## src/rtl/pc_fetch_ctrl_pkg.sv

```systemverilog
// Shared definitions for the PC/fetch controller and the VLUT.
// State encoding plus the VLUT row constants.
package pc_fetch_ctrl_pkg;

    typedef enum logic [1:0] {
        IDLE = 2'd0,
        RUN  = 2'd1,
        HALT = 2'd2
    } pc_state_t;

    localparam logic [2:0] ROW_ZERO   = 3'd0;
    localparam logic [2:0] ROW_ONE    = 3'd1;
    localparam logic [2:0] ROW_THIRTY = 3'd2;
    localparam logic [2:0] ROW_SIXTY  = 3'd3;

    localparam logic [7:0] VAL_ZERO   = 8'd0;
    localparam logic [7:0] VAL_ONE    = 8'd1;
    localparam logic [7:0] VAL_THIRTY = 8'd30;
    localparam logic [7:0] VAL_SIXTY  = 8'd60;

endpackage

```

## src/rtl/pc_fetch_ctrl_next_calc.sv

```systemverilog
// Combinational next-PC selection: increment, absolute or relative jump.
// The relative path sign-extends the LUT value and wraps modulo 2^PC_W.
module pc_next_calc
#(
    parameter int PC_W  = 10,
    parameter int LUT_W = 8
)
(
    input  logic [PC_W-1:0]  i_pc,
    input  logic [LUT_W-1:0] i_lut_value,
    input  logic             i_branch,
    input  logic             i_rel,
    output logic [PC_W-1:0]  o_next_pc
);

    logic [PC_W-1:0] w_zext;
    logic [PC_W-1:0] w_sext;

    assign w_zext = PC_W'(i_lut_value);
    assign w_sext = PC_W'($signed(i_lut_value));

    always_comb begin
        o_next_pc = i_pc + 1'b1;
        if (i_branch) begin
            if (i_rel) begin
                o_next_pc = i_pc + w_sext;
            end else begin
                o_next_pc = w_zext;
            end
        end
    end

endmodule

```

## src/rtl/pc_fetch_ctrl.sv

```systemverilog
// Program counter / fetch controller with IDLE/RUN/HALT sequencing
// and a saturating taken-branch counter.
module pc_fetch_ctrl
    import pc_fetch_ctrl_pkg::*;
#(
    parameter int PC_W  = 10,
    parameter int LUT_W = 8,
    parameter int ROW_W = 3,
    parameter int CNT_W = 16
)
(
    input  logic             Clk,
    input  logic             Reset_n,
    input  logic             Start,
    input  logic [PC_W-1:0]  StartAddr,
    input  logic             Stall,
    input  logic             BranchEn,
    input  logic             JumpRel,
    input  logic [ROW_W-1:0] JumpRow,
    input  logic             HaltReq,
    output logic [ROW_W-1:0] LutRow,
    input  logic [LUT_W-1:0] LutValue,
    output logic [PC_W-1:0]  ProgCounter,
    output logic             InstValid,
    output logic             Done,
    output logic [CNT_W-1:0] BranchCount
);

    if (LUT_W > PC_W) begin : g_bad_width
        $error("pc_fetch_ctrl: LUT_W must not exceed PC_W");
    end

    pc_state_t        r_state;
    logic [PC_W-1:0]  r_pc;
    logic [CNT_W-1:0] r_count;
    logic             r_inst_valid;
    logic             r_done;
    logic [PC_W-1:0]  w_next_pc;

    assign LutRow = JumpRow;

    pc_next_calc #(
        .PC_W  (PC_W),
        .LUT_W (LUT_W)
    ) u_next (
        .i_pc        (r_pc),
        .i_lut_value (LutValue),
        .i_branch    (BranchEn),
        .i_rel       (JumpRel),
        .o_next_pc   (w_next_pc)
    );

    always_ff @(posedge Clk or negedge Reset_n) begin
        if (!Reset_n) begin
            r_state      <= IDLE;
            r_pc         <= '0;
            r_count      <= '0;
            r_inst_valid <= 1'b0;
            r_done       <= 1'b0;
        end else if (Start) begin
            r_state      <= RUN;
            r_pc         <= StartAddr;
            r_count      <= '0;
            r_inst_valid <= 1'b1;
            r_done       <= 1'b0;
        end else begin
            unique case (r_state)
                RUN: begin
                    if (Stall) begin
                        r_state <= RUN;
                    end else if (HaltReq) begin
                        // halt wins over a same-cycle branch: PC and count hold
                        r_state      <= HALT;
                        r_inst_valid <= 1'b0;
                        r_done       <= 1'b1;
                    end else begin
                        r_pc <= w_next_pc;
                        if (BranchEn && (r_count != {CNT_W{1'b1}})) begin
                            r_count <= r_count + 1'b1;
                        end
                    end
                end
                HALT: r_state <= HALT;
                default: r_state <= r_state;
            endcase
        end
    end

    assign ProgCounter = r_pc;
    assign InstValid   = r_inst_valid;
    assign Done        = r_done;
    assign BranchCount = r_count;

endmodule

```

## config.mk

```make
export PLATFORM = sky130hd
export DESIGN_NAME = pc_fetch_ctrl
export DESIGN_NICKNAME = d
export VERILOG_FILES = /design/src/rtl/pc_fetch_ctrl_pkg.sv /design/src/rtl/pc_fetch_ctrl_next_calc.sv /design/src/rtl/pc_fetch_ctrl.sv
export SDC_FILE = /design/constraint.sdc
export NUM_CORES = 1
export LEC_CHECK = 0
export BUFFER_PORTS_ARGS = -buffer_cell sky130_fd_sc_hd__buf_2
export CAP_MARGIN = 0
export CORE_ASPECT_RATIO = 0.75
export CORE_MARGIN = 2
export CORE_UTILIZATION = 29
export CTS_CLUSTER_DIAMETER = 40
export DETAILED_ROUTE_END_ITERATION = 8
export GPL_TIMING_DRIVEN = 1
export MAX_ROUTING_LAYER = met4
export SETUP_SLACK_MARGIN = 0.2
export SKIP_CTS_REPAIR_TIMING = 1
export SLEW_MARGIN = 20
export SYNTH_ARGS = -nofsm -noshare
export SYNTH_HDL_FRONTEND = slang
export SYNTH_SLANG_ARGS = --single-unit
```

## constraint.sdc

```tcl
create_clock -name Clk -period 2.8 [get_ports Clk]
set_input_delay 0.28 -clock Clk [delete_from_list [all_inputs] [get_ports Clk]]
set_output_delay 0.28 -clock Clk [all_outputs]
set_load 0.01 [all_outputs]
```

==> flow_summary_export.csv, run 1 <==
group,metric,value,unit
drt,drt-pass1-iter-count,4,
sta,worst_pin_slew,0.710,ns
power_and_ir_drop,p_seq_frac,0.422,
worst_setup_path,reg2reg_slack,0.43,ns
clock_tree,cts_tree,"yes",
drt,drtAntennaViolNets,0,
global_routing,antenna_found_initial,0,
floorplan,start_util,0.303,
global_routing,grt.met3_usage,0.0333,
logic_synthesis,yosys.area.top_type,"dfrtp_1",
placed_design,dp.cells,409,
logic_synthesis,syn_nets,308,
logic_synthesis,synth-xor-area-share,0.0700,
clock_tree,clockBufferDepth,2,
power_and_ir_drop,comb_power_share,0.267,
power_and_ir_drop,ir_drop,0.222,mV
logic_synthesis,synth_ff_type,"dfrtp_1",
worst_setup_path,worstSetupPathType,"reg -> reg",
worst_setup_path,endpoint_kind,"flop",
drt,drc_errors,0,
sta,setup_viol,0,
layout,seq_area,751,sq um
sta,final.min_clock_period,2.37,ns
sta,slew_headroom,0.527,
sta,holdWs,0.0431,ns
floorplan,die_area,0.00849,sq mm
drt,vias_per_cell,5.20,
floorplan,ios,59,
sta,fmax,422,MHz
floorplan,die_w,106,um
logic_synthesis,yosys.cell_types.count,56,
layout,drive_gt1_frac,0.215,
global_routing,grt_busiest_layer,"met1",
worst_hold_path,worst_hold_path_type,"in -> async",
power_and_ir_drop,p_leak,1.17,nW
clock_tree,path_clk_slew,0.07,ns
worst_setup_path,r2r-end,"ProgCounter[8]",
power_and_ir_drop,p_total,1.18,mW
global_routing,grt_use_met2,0.225,
layout,nets,355,
drt,via_count,2170,
logic_synthesis,synthArstFlopShare,1.00,
layout,fillers,802,
global_routing,track_usage,0.164,
layout,design_area,0.00269,sq mm
layout,multi_input_area,0.00139,sq mm
worst_setup_path,required,3.01,ns
drt,wl,6.27,mm
drt,drt_iter0_drc,139,
logic_synthesis,synth_compound_gate_area_share,0.222,
logic_synthesis,synth-seq-cells,30,
worst_setup_path,reg2reg_depth,6,
layout,diodes,0,
sta,finalSetupTns,0,ns
logic_synthesis,synth_area_leaders,"dfrtp_1, xnor2_1, ha_1",
logic_synthesis,yosys.area.top_type_share,0.334,
placed_design,io_buffers,52,
sta,period_share,0.846,
placed_design,pre_cts_ws,0.505,ns
global_routing,grt_overflow,0,
global_routing,grt_pass1_wl,10.7,mm
logic_synthesis,netlist_instances,268,
job,drv_cap,0,
placed_design,place.gp.congestion,0.846,
placed_design,dpl.hpwl,4.76,mm
worst_setup_path,cp-start-kind,"flop",
layout,area_growth,19.3,%
clock_tree,cts-root-buf,"clkbuf_8",
floorplan,core_area,0.00743,sq mm
power_and_ir_drop,power.density,441,mW/mm^2
logic_synthesis,ys_warn_count,0,
global_routing,grt_pass1_vias,2060,
floorplan,die_h,80.3,um
logic_synthesis,synth_simple_gate_area_frac,0.239,
logic_synthesis,postSynthAreaPerCell,8.40,sq um
power_and_ir_drop,p_sw,0.395,mW
placed_design,placedInstanceArea,0.00259,sq mm
sta,fin_ws,0.430,ns
logic_synthesis,synth_top_family_by_area,"simple AND/OR/NAND/NOR gates",
clock_tree,insertion_delay,0.29,ns
power_and_ir_drop,clkPwrFrac,0.311,
worst_setup_path,worstPathMaxFanout,9,
worst_setup_path,r2r-start,"ProgCounter[5]",
sta,finalClockSkew,0.00543,ns
sta,hold_viol_final,0,
logic_synthesis,synth_fa_ha_area_frac,0.0700,
logic_synthesis,ys_seq_area_frac,0.334,
sta,rsz0062_at_grt,"false",
clock_tree,clock_sinks,30,
worst_setup_path,cp.arrival,2.58,ns
layout,stdcell_count,417,
layout,fin_util,0.361,
logic_synthesis,synth.mux.area_fraction,0.0178,
global_routing,grtUsageMet1,0.241,
power_and_ir_drop,netSwitchingFraction,0.333,
sta,drv_slew,0,
logic_synthesis,synth_edf_count,0,
drt,wl_per_cell,15.0,um
floorplan,rows,27,
clock_tree,cts_buffers,5,
power_and_ir_drop,p_int,0.789,mW
global_routing,grt_max_degree,43,
clock_tree,cts_max_level,2,
outcome,status,"finished, final reports clean",
logic_synthesis,synth_area,0.00225,sq mm
worst max-delay path, stage by stage, from the launching register on:
cell and delay (ns):
dfrtp_1 0.46, ha_1 0.42, and2_1 0.23, a311oi_1 0.28, a21boi_0 0.22, or4_1 0.50
a31oi_1 0.19
worst max path at each step:
stage / slack, ns / from / endpoint / depth (start not counted)
finish: 0.43 / ProgCounter[5] / ProgCounter[8] / 6
global route: 0.31 / ProgCounter[5] / ProgCounter[8] / 6
detailed placement: 0.51 / ProgCounter[5] / ProgCounter[7] / 6
floorplan: 0.54 / ProgCounter[5] / ProgCounter[7] / 7
CTS: 0.47 / ProgCounter[5] / ProgCounter[8] / 6
global placement: 0.55 / ProgCounter[0] / ProgCounter[8] / 7
cells in the mapped netlist (4+ instances only):
| library cell | instances |
|---|---|
| nor2_1 | 34 |
| dfrtp_1 | 30 |
| nand2_1 | 22 |
| xnor2_1 | 16 |
| nand3_1 | 14 |
| a21oi_1 | 13 |
| a211oi_1 | 11 |
| clkbuf_1 | 11 |
| ha_1 | 11 |
| o21ai_0 | 10 |
| inv_1 | 9 |
| a31oi_1 | 7 |
| nor3_1 | 6 |
| a21o_1 | 4 |
| and3_1 | 4 |
| mux2i_1 | 4 |
| nand4_1 | 4 |
| nor2b_1 | 4 |
| or4_1 | 4 |
layout make-up:
type,count,share of cell area
Timing Repair Buffer,56,0.108
Clock inverter,1,0.00186
Inverter,9,0.0126
Tap cell,101,0.0471
Multi-Input combinational cell,213,0.519
Clock buffer,7,0.0322
Sequential cell,30,0.280
placed cells by master, fill, tap and decap left out, types with 2 or more instances in the layout:
cell,synthesis,final
nand3_1,14,14
a21oi_1,13,13
nor2_1,34,34
nor2b_1,4,4
nor4b_1,2,2
nand2b_1,3,3
nor3_1,6,6
nand4_1,4,4
a21o_1,4,4
inv_1,9,9
a211oi_1,11,11
or4_1,4,4
a41oi_1,2,2
ha_1,11,11
o21bai_1,2,2
o21ai_0,10,10
xor2_1,2,2
a22o_1,2,2
nand2_1,22,22
buf_4,3,4
mux2i_1,4,4
clkbuf_8,0,6
nor4_1,3,3
o311ai_0,2,2
a31oi_1,7,7
and3_1,4,4
buf_2,2,52
xnor2_1,16,16
dfrtp_1,30,30
power by group through the flow:
stage | Sequential [mW] | Combinational (mW) | Clock (mW)
floorplan | 0.505 | 0.206 | 0
global placement | 0.505 | 0.311 | 0
detailed placement | 0.508 | 0.314 | 0
CTS | 0.500 | 0.316 | 0.377
global route | 0.507 | 0.359 | 0.393
finish | 0.500 | 0.316 | 0.368
cell families after synthesis:
logic type      Yosys count
flops                    30
compound gates           71
fa+ha+maj                12
buf+inv                  25
mux                       4
xor+xnor                 18
simple gates            108
sequential cells by signal (all words and copies together), names as in the netlist:
name,flops
BranchCount,16
ProgCounter,10
r_state,2
Done,1
InstValid,1
metal layers:
| metal | part of all wire | wire length (um) |
|---|---|---|
| met1 | 0.53 | 3310 |
| met2 | 0.42 | 2610 |
| met3 | 0.049 | 308 |
| met4 | 0.0067 | 42 |
| met5 | 0 | 0 |
Power figures use the tool's default switching activity.
==> run 2: changes to the inputs <==
Settings changed: ABC_AREA from default to 1.
Clock period 2.8 ns to 2.1 ns, I/O delays scaled along.
==> run 2 against run 1 <==
The flow now finishes with violations (negative hold slack). Non-clock buffer count up 6. Highest routed layer unchanged. Largest cell class unchanged. Die area up 12%. Critical endpoint is now ProgCounter[6]. Power up 77%. Critical path depth is 6 higher.
==> flow_summary_export.csv, run 2 <==
group,metric,value,unit
outcome,status,"finished with violations",
outcome,violations,"negative hold slack",
drt,drt-pass1-iter-count,5,
sta,setup_viol,0,
placed_design,pre_cts_ws,0.0874,ns
layout,nets,486,
power_and_ir_drop,ir_drop,0.323,mV
clock_tree,path_clk_slew,0.05,ns
clock_tree,insertion_delay,0.27,ns
drt,drc_errors,0,
layout,seq_area,753,sq um
logic_synthesis,synth_edf_count,0,
worst_setup_path,endpoint_kind,"flop",
floorplan,die_h,85.1,um
sta,rsz0062_at_grt,"false",
worst_setup_path,worstSetupPathType,"reg -> reg",
logic_synthesis,yosys.area.top_type,"dfrtp_1",
layout,area_growth,23.4,%
layout,diodes,0,
worst_hold_path,worst_hold_path_type,"in -> async",
layout,stdcell_count,553,
logic_synthesis,netlist_instances,389,
logic_synthesis,synth-seq-cells,30,
worst_setup_path,cp.arrival,1.92,ns
logic_synthesis,syn_nets,429,
global_routing,antenna_found_initial,0,
sta,holdWs,-0.0106,ns
logic_synthesis,synth_ff_type,"dfrtp_1",
logic_synthesis,postSynthAreaPerCell,6.54,sq um
drt,via_count,2603,
power_and_ir_drop,power.density,668,mW/mm^2
sta,fmax,566,MHz
placed_design,dpl.hpwl,5.44,mm
job,drv_cap,0,
layout,drive_gt1_frac,0.200,
clock_tree,clock_sinks,30,
sta,final.min_clock_period,1.77,ns
logic_synthesis,ys_top_cells_by_count,"nand2_1, nor2_1, inv_1",
floorplan,core_area,0.00849,sq mm
logic_synthesis,ys_warn_count,0,
placed_design,place.gp.congestion,0.909,
floorplan,rows,29,
logic_synthesis,synthArstFlopShare,1.00,
placed_design,io_buffers,52,
worst_setup_path,slowest_stage,"dfrtp_2",
layout,final_cell_mix,"nand2_1, nor2_1, buf_2",
clock_tree,cts_tree,"yes",
floorplan,ios,59,
floorplan,start_util,0.300,
global_routing,grt_max_degree,31,
sta,period_share,0.841,
sta,worst_pin_slew,0.699,ns
logic_synthesis,synth.most_common_cell,"nand2_1",
worst_setup_path,crit_chain,"ha_4, fa_2, nand2_1, nand3_2, nand3b_1, nand2_1, nand2_1, nand3_1, nand2_1, nand2_1, nand2_1, nand2_1",
clock_tree,cts-root-buf,"clkbuf_16",
floorplan,die_area,0.00955,sq mm
global_routing,grt_pass1_wl,11.4,mm
sta,slew_headroom,0.534,
worst_setup_path,worstPathMaxFanout,4,
sta,fin_ws,0.333,ns
global_routing,grt_overflow,0,
worst_setup_path,cp-start-kind,"flop",
sta,finalClockSkew,0.00475,ns
layout,largest_reg_flops,16,
sta,hold_viol_final,21,
global_routing,track_usage,0.151,
drt,vias_per_cell,4.71,
power_and_ir_drop,p_leak,1.65,nW
placed_design,dp.cells,546,
clock_tree,clockBufferDepth,2,
logic_synthesis,ys_seq_area_frac,0.295,
sta,drv_slew,0,
layout,final_common_cell,"nand2_1",
logic_synthesis,synth_area,0.00254,sq mm
worst_setup_path,required,2.25,ns
drt,drt_iter0_drc,147,
logic_synthesis,yosys.cell_types.count,36,
worst_setup_path,critPathMaxStageDelay,0.44,ns
clock_tree,cts_max_level,2,
drt,wl,7.04,mm
drt,wl_per_cell,12.7,um
global_routing,grt_pass1_vias,2292,
layout,fillers,931,
drt,drtAntennaViolNets,0,
logic_synthesis,yosys.area.top_type_share,0.295,
logic_synthesis,synth_area_leaders,"dfrtp_1, nand2_1, nor2_1",
layout,multi_input_area,0.00161,sq mm
clock_tree,cts_buffers,5,
worst_setup_path,crit_path_frequent_cell,"nand2_1",
sta,finalSetupTns,0,ns
floorplan,die_w,112,um
## run 2: logic make-up after synthesis
group                      count (synthesis)  share of synthesized area
and+or+nand+nor                          227                      0.381
AOI/OAI and AO/OA                         46                      0.109
adders and majority gates                 12                     0.0619
DFF                                       30                      0.295
buffers and inverters                     57                     0.0949
xor gates and xnor gates                  17                     0.0585
## run 2: critical path, delay by kind of cell, from the launching register on
kind          cells  cell delay [ns]
fa+ha+maj         2             0.53
flops             1             0.44
simple gates     10             0.68
## run 2: worst paths after layout
kind                                        to  depth (start not counted)           start  slack, ns
worst min register to register       InstValid                          2       InstValid       0.48
worst min-delay path            BranchCount[4]                          1         Reset_n      -0.01
max in group asynchronous       ProgCounter[1]                          1         Reset_n       1.62
worst max-delay path            ProgCounter[6]                         12  ProgCounter[0]       0.33
worst max register to register  ProgCounter[6]                         12  ProgCounter[0]       0.33
min in group Clk                ProgCounter[1]                          3    StartAddr[1]       0.19
## run 2: area by class of cell
cell class	instances	share of cell area
Clock buffer	6	0.0442
Inverter	45	0.0538
Multi-Input combinational cell	302	0.512
Sequential cell	30	0.240
Tap cell	108	0.0430
Timing Repair Buffer	62	0.107
## run 2: layer usage
layer / GRT usage / up-vias / wire [um]
li1: - / 1354 / -
met1: 0.219 / 1202 / 3720
met2: 0.218 / 45 / 2990
met3: 0.0286 / 2 / 286
met4: 0.0355 / 0 / 36
met5: - / - / 0
## run 2: stage by stage
step,util,power [mW],hold slack [ns],cell area (sq um)
2_1_floorplan,-,1.17,-0.0856,2540
6_report,0.370,2.10,-0.0106,3140
4_1_cts,0.362,2.09,0.0196,3070
3_5_place_dp,0.346,1.39,0.305,2940
5_1_grt,0.370,2.27,0.0452,3140
3_3_place_gp,0.346,1.38,0.310,2940
## run 2: report_power, final
part	internal (mW)	leakage (nW)	total [mW]	switching [mW]
logic	0.289	1.20	0.727	0.438
clock network	0.456	0.0688	0.678	0.222
registers	0.630	0.387	0.693	0.0630
total	1.37	1.65	2.10	0.723
==> run 3: changes to the inputs <==
Settings changed: ABC_AREA 1 to 0.
Clock period 2.1 ns to 1.62 ns, I/O delays scaled along.
==> run 3 against run 2 <==
The run ends with negative setup slack left. Hold slack gained 0.12 ns. Via count decreased by 5.5%. Routed wire length is 3.8% higher. Critical endpoint is now ProgCounter[7]. Sequential cell count stayed put. Combinational power rose by 22%. Largest cell class unchanged. Final area grew 17%. Clock-buffer cell count rose by 1. Non-clock buffer count increased by 61. Die area shrank 11%. Largest power group unchanged. Cell count is 12% lower.
==> flow_summary_export.csv, run 3 (synthesized netlist as in run 1, its figures left out) <==
group,metric,value,unit
drt,vias_per_cell,5.08,
sta,finalSetupTns,-4.80,ns
worst_setup_path,r2r-start,"ProgCounter[5]",
sta,setup_viol,25,
floorplan,die_w,106,um
global_routing,track_usage,0.178,
layout,drive_gt1_frac,0.493,
outcome,status,"finished with violations",
worst_hold_path,hold_depth,3,
drt,wl,7.30,mm
worst_setup_path,cp-start-kind,"flop",
drt,wl_per_cell,15.1,um
global_routing,grtUsageMet1,0.250,
power_and_ir_drop,p_leak,1.56,nW
floorplan,rows,27,
sta,period_share,1.23,
worst_setup_path,endpoint_kind,"flop",
layout,area_growth,62.8,%
layout,diodes,0,
drt,drt_iter0_drc,105,
clock_tree,clock_sinks,30,
global_routing,grt_use_met2,0.258,
worst_setup_path,r2r-end,"ProgCounter[7]",
global_routing,grt.met3_usage,0.0381,
power_and_ir_drop,ir_drop,0.344,mV
layout,final_common_cell,"buf_4",
worst_setup_path,reg2reg_depth,6,
sta,drv_slew,0,
floorplan,die_h,80.3,um
sta,final.min_clock_period,1.99,ns
clock_tree,clockBufferDepth,2,
clock_tree,insertion_delay,0.28,ns
floorplan,ios,59,
sta,rsz0062_at_grt,"true",
worst_hold_path,worst_hold_path_type,"in -> reg",
global_routing,grt_overflow,0,
global_routing,grt_pass1_vias,2332,
outcome,violations,"negative setup slack",
placed_design,dpl.hpwl,5.45,mm
floorplan,start_util,0.303,
floorplan,core_area,0.00743,sq mm
placed_design,dp.cells,468,
global_routing,grt_pass1_wl,11.6,mm
drt,via_count,2460,
drt,drt-pass1-iter-count,4,
global_routing,antenna_found_initial,0,
worst_hold_path,worstHoldStart,"StartAddr[2]",
sta,holdWs,0.105,ns
power_and_ir_drop,p_total,2.35,mW
global_routing,grt_max_degree,31,
worst_hold_path,whs_endpoint,"ProgCounter[2]",
worst_setup_path,startpoint,"ProgCounter[5]",
worst_setup_path,worstPathMaxFanout,3,
job,drv_cap,0,
floorplan,die_area,0.00849,sq mm
worst_setup_path,worstSetupPathType,"reg -> reg",
layout,seq_area,759,sq um
drt,drtAntennaViolNets,0,
sta,fmax,502,MHz
clock_tree,cts_max_level,2,
layout,fillers,723,
clock_tree,cts-root-buf,"clkbuf_8",
layout,stdcell_count,484,
worst_setup_path,cp.arrival,2.21,ns
sta,hold_viol_final,0,
worst_setup_path,reg2reg_slack,-0.37,ns
layout,multi_input_area,0.00180,sq mm
layout,final_cell_mix,"buf_4, buf_2, nor2_1",
worst_setup_path,required,1.84,ns
layout,largest_reg_flops,16,
sta,finalClockSkew,0.00477,ns
power_and_ir_drop,power.density,643,mW/mm^2
sta,fin_ws,-0.371,ns
clock_tree,cts_tree,"yes",
placed_design,io_buffers,52,
clock_tree,path_clk_slew,0.07,ns
layout,nets,422,
drt,drc_errors,0,
sta,worst_pin_slew,0.743,ns
clock_tree,cts_buffers,5,
placed_design,place.gp.congestion,0.899,
global_routing,grt_busiest_layer,"met2",
sta,slew_headroom,0.505,
[run 3: changes by cell type in the layout (fill, tap and decap cells not counted), moves of 6 or more]
| cell | before | now |
|---|---|---|
| xnor2_1 | 4 | 16 |
| o21ai_0 | 17 | 4 |
| a211oi_2 | 0 | 6 |
| nand2_1 | 122 | 21 |
| nor2_1 | 52 | 31 |
| nand3_1 | 31 | 12 |
| inv_1 | 44 | 9 |
| buf_6 | 0 | 6 |
| xor2_1 | 13 | 2 |
| a31oi_1 | 1 | 7 |
| buf_4 | 10 | 61 |
[run 3: routing by layer]
metal	vias to the layer above	part of all wire
met5	-	0
met4	0	0.015
met3	9	0.056
met2	72	0.43
met1	1154	0.50
li1	1225	-
[run 3: layout make-up]
type                            count  area share
Multi-Input combinational cell    213       0.492
Inverter                            9     0.00922
Clock inverter                      1     0.00137
Tap cell                          101      0.0345
Clock buffer                        7      0.0236
Timing Repair Buffer              123       0.232
Sequential cell                    30       0.207
[run 3: through the flow]
| stage | instance area [sq um] | worst slack, ns | utilization |
|---|---|---|---|
| floorplan | 2600 | -0.416 | - |
| global placement | 3330 | -0.374 | 0.448 |
| detailed placement | 3330 | -0.414 | 0.448 |
| CTS | 3420 | -0.402 | 0.461 |
| global route | 3660 | -0.455 | 0.493 |
| finish | 3660 | -0.371 | 0.493 |
[run 3: power by group]
| group | switching, mW | internal, mW |
|---|---|---|
| logic | 0.452 | 0.432 |
| clock network | 0.298 | 0.343 |
| registers | 0.0375 | 0.792 |
| total | 0.788 | 1.57 |
[run 3: how the worst max path moves through the flow]
stage	to	slack [ns]	cells after the start
5_1_grt	ProgCounter[8]	-0.46	7
2_1_floorplan	ProgCounter[7]	-0.42	7
3_3_place_gp	ProgCounter[8]	-0.37	7
4_1_cts	ProgCounter[8]	-0.40	7
6_report	ProgCounter[7]	-0.37	6
3_5_place_dp	ProgCounter[8]	-0.41	7
[run 3: critical path, stage by stage (launching register included)]
cell and delay (ns):
dfrtp_2 0.43, ha_4 0.25, and2_4 0.14, a311o_1 0.30, a221o_1 0.37, or3b_1 0.37, nand3_1 0.07
